===== src/rtl/lut_reverse_search.sv =====
// Reverse lookup over a writable 8-entry table: scans one entry per clock and reports the lowest matching index.
// Latency 1..DEPTH cycles from accepted start to the done pulse; start is ignored while busy, with no queueing.
module lut_reverse_search #(
  parameter int DEPTH = 8,
  parameter int AW    = 3,
  parameter int DW    = 8
) (
  input  logic          Clk,
  input  logic          Reset,
  input  logic          wr_en,
  input  logic [AW-1:0] wr_addr,
  input  logic [DW-1:0] wr_data,
  input  logic          start,
  input  logic [DW-1:0] key,
  output logic          busy,
  output logic          done,
  output logic          found,
  output logic [AW-1:0] index
);

  typedef enum logic [1:0] {IDLE, SCAN, DONE} state_t;

  state_t        state;
  logic [AW-1:0] ptr;
  logic [DW-1:0] key_r;
  logic [DW-1:0] tbl [DEPTH];

  // Power-on contents of the CPU constant/branch-target table.
  function automatic logic [DW-1:0] dflt(input int i);
    case (i)
      0:       dflt = DW'(8'h8E);
      1:       dflt = DW'(8'h6D);
      2:       dflt = DW'(8'h5B);
      3:       dflt = DW'(8'h05);
      4:       dflt = DW'(8'h17);
      5:       dflt = DW'(8'h01);
      default: dflt = '0;
    endcase
  endfunction

  always_ff @(posedge Clk or posedge Reset) begin
    if (Reset) begin
      state <= IDLE;
      ptr   <= '0;
      key_r <= '0;
      busy  <= 1'b0;
      done  <= 1'b0;
      found <= 1'b0;
      index <= '0;
      for (int i = 0; i < DEPTH; i++) tbl[i] <= dflt(i);
    end else begin
      // The scan below reads tbl before this write lands, so a same-cycle compare sees the old value.
      if (wr_en) tbl[wr_addr] <= wr_data;

      case (state)
        IDLE: begin
          if (start) begin
            key_r <= key;
            ptr   <= '0;
            found <= 1'b0;
            index <= '0;
            busy  <= 1'b1;
            state <= SCAN;
          end
        end
        SCAN: begin
          if (tbl[ptr] == key_r) begin
            found <= 1'b1;
            index <= ptr;
            done  <= 1'b1;
            state <= DONE;
          end else if (ptr == AW'(DEPTH - 1)) begin
            found <= 1'b0;
            index <= '0;
            done  <= 1'b1;
            state <= DONE;
          end else begin
            ptr <= ptr + 1'b1;
          end
        end
        DONE: begin
          done  <= 1'b0;
          busy  <= 1'b0;
          state <= IDLE;
        end
        default: begin
          done  <= 1'b0;
          busy  <= 1'b0;
          state <= IDLE;
        end
      endcase
    end
  end

endmodule


===== config.mk =====
export PLATFORM = sky130hd
export DESIGN_NAME = lut_reverse_search
export DESIGN_NICKNAME = d
export VERILOG_FILES = /design/src/rtl/lut_reverse_search.sv
export SDC_FILE = /design/constraint.sdc
export NUM_CORES = 1
export LEC_CHECK = 0
export BUFFER_PORTS_ARGS = -buffer_cell sky130_fd_sc_hd__buf_2
export CORE_MARGIN = 2
export CORE_UTILIZATION = 64
export DETAILED_ROUTE_END_ITERATION = 10
export PLACE_DENSITY_LB_ADDON = 0.25
export SYNTH_ARGS = -nofsm -noshare
export SYNTH_HDL_FRONTEND = slang
export SYNTH_SLANG_ARGS = --single-unit

===== constraint.sdc =====
create_clock -name Clk -period 7 [get_ports Clk]
set_input_delay 1.4 -clock Clk [delete_from_list [all_inputs] [get_ports Clk]]
set_output_delay 1.4 -clock Clk [all_outputs]
set_load 0.03 [all_outputs]

==> key figures <==
Synth
  – Top cell type by total area after synthesis: dfrtp_1
  – Ys flop type: dfrtp_1
  – Post-synth top cells: mux2_2, dfrtp_1, dfstp_2
  – Post-Syn Area: 3850 um^2
  – Mean post-synth cell area: 14.7 um^2
  – Number of flops mapped to enable cells by yosys: 0
  – Async SR Flop Fraction: 100%
  – #FFs+latches synth: 83
  – Cell variety after synth: 36
  – Syn Nets: 287
  – Area contributors post-synth: dfrtp_1, mux2_2, dfstp_2, mux4_2, mux2i_1
  – Top-count cell post-synth: mux2_2
  – Post-synthesis sequential area ratio: 54.6%
  – Yosys warning total: 0
  – Cells after Synth: 262
  – Share of the synthesized area in the top cell type: 40.3%

Timing
  – Max Clk Rate: 0.342 GHz
  – Max-slew violation count: 0
  – Max_slew headroom: 16.9%
  – Clock skew: 0.0112 ns
  – Fin crit period: 2.93 ns
  – RSZ-0062 raised after global routing: no
  – Least-Margin Pin Slew: 1.24 ns
  – Tcrit/Tclk final: 41.8%
  – Setup Total Neg Slack: 0 ns
  – Final setup fails: 0
  – Hold Vio Cnt, Final: 0
  – Hold slack: 0.478 ns
  – Worst setup slack after layout: 4.07 ns

Detailed routing
  – DRT Pass-1 Iters: 6
  – Routed via count: 2268
  – Detailed Route Iter0 Violations: 173
  – WL/cell: 18.6 um
  – Post-route ant nets: 0
  – Via/cell ratio: 6.06
  – DRC: 0
  – Total wire length: 6.97 mm

Floorplanning
  – Core area: 5850 um^2
  – IO Pins: 29
  – Chip width: 81.6 um
  – Die area: 6650 um^2
  – Initial Util: 65.8%
  – Die Height: 81.6 um
  – Num rows: 28

Pwr
  – Lkg Pwr: 1.81 nW
  – Comb pwr share: 36.3%
  – Max VDD drop: 263 uV
  – Part of the power in the clock network: 19.8%
  – Total Power: 1.67 mW
  – Switching power: 0.550 mW
  – Internal Power: 1.12 mW
  – PD cells: 393 nW/um^2
  – Sw frac: 32.9%
  – Reg power frac: 43.9%

Place
  – Gpl congestion: 0.729
  – Placed Area: 4050 um^2
  – Placed Instances: 358
  – Hpwl dp: 4.66 mm
  – Port bufs: 28
  – Pre-CTS setup slack: 3.80 ns

Setup path
  – Worst EP arrival: 3.15 ns
  – Worst setup EP type: register
  – Crit Path Category: register to register
  – Critical Path Start Type: register
  – CP Max Fanout: 28
  – Required time of the worst setup path: 7.22 ns
  – R2r setup slk: 4.07 ns

Clock tree
  – CTS sink cnt: 83
  – CTS Hold Bufs: 0
  – Root Buffer: clkbuf_8
  – Resize count post-CTS: 0
  – CTS tree: built
  – Num CTS Buffers: 9
  – Clock buffer depth: 2
  – Worst-path clk slew: 0.08 ns
  – Worst skew pair latency: 0.34 ns
  – H-tree levels: 3
  – Post-CTS Setup Bufs: 0

Global routing
  – Global-route wire length before repair: 11.5 mm
  – Vias in the first global route: 2273
  – Largest net degree at the start of global routing: 84
  – Antenna violations before repair: 0
  – Total gr overflow: 0
  – GRT Overall Usage: 24.0%

Layout
  – Share of layout cells above drive strength 1: 54.2%
  – Diode count: 0
  – Final non-filler cell total: 374
  – Finished Core Util: 72.7%
  – Final instance area: 4250 um^2
  – Count of nets after finishing: 319
  – Area growth syn-to-layout: 10.4%

Flow run
  – Max Cap Violations: 0

Worst hold path
  – Hold Path Class: register to register

Run status
  – Status: completed
-- sequential cells by signal (all words and copies together) (netlist names) --
| name | cells |
|---|---|
| busy | 1 |
| done | 1 |
| key_r | 8 |
| state | 2 |
| tbl | 64 |
| index | 3 |
| ptr | 3 |
| found | 1 |
-- cell type report --
class,count,area [um^2]
clock buffer,13,179
fill,416,1600
tap,75,93.8
timing repair buffer,32,170
inverter,2,8.76
sequential,83,2100
clock inverter,3,20.0
multi-input combinational,166,1680
-- placed cells by master, fill, tap and decap left out, types with 3 or more instances in the layout --
master and count:
nand2_1 8, nand2b_1 3, o22ai_1 4, a22o_1 3, dfstp_2 21, nand4_1 3
buf_4 4, o211ai_1 3, nor2b_1 4, nand4b_1 3, buf_2 28, nor2_1 3
clkbuf_8 13, mux2i_1 13, nand3_1 3, mux4_2 8, xor2_1 4, dfrtp_1 62
mux2_2 80
-- logic make-up after synthesis --
logic type                 synth area share [%]
muxes                                      32.0
buffers and inverters                      1.95
DFF                                        54.6
adders and majority gates                 0.650
AOI/OAI and AO/OA                          3.41
and+or+nand+nor                            5.98
xor gates and xnor gates                   1.36
-- path summary, 6_finish.rpt --
path / end / cells after the start / from
max: ptr[2] / 8 / ptr[0]
max reg2reg: ptr[2] / 8 / ptr[0]
min in group asynchronous: key_r[4] / 3 / Reset
min reg2reg: busy / 1 / busy
min: busy / 1 / busy
max in group asynchronous: tbl[47] / 3 / Reset
-- worst max-delay path, cell delays in order, from the launching register on --
cell	delay [ns]
dfrtp_1	0.33
buf_4	0.39
mux4_2	0.56
mux2i_1	0.26
xor2_1	0.17
nand4_1	0.17
nor4_4	0.42
nor3b_2	0.16
mux2_1	0.33
-- per-layer routing --
metal	routed length (um)	share of wire [%]	vias to the layer above	global-route usage [%]
met5	0	0	-	0
met2	3270	47	50	37.4
met3	295	4.2	11	4.40
met4	100	1.4	0	8.83
li1	-	-	1028	-
met1	3310	47	1179	34.0
-- power by group through the flow --
| stage | logic, mW | registers (mW) | clock network, mW |
|---|---|---|---|
| CTS | 0.613 | 0.734 | 0.338 |
| global route | 0.672 | 0.752 | 0.361 |
| detailed placement | 0.611 | 0.743 | 0 |
| finish | 0.606 | 0.734 | 0.331 |
| global placement | 0.591 | 0.736 | 0 |
| floorplan | 0.503 | 0.730 | 0 |
Power figures use the tool's default switching activity.
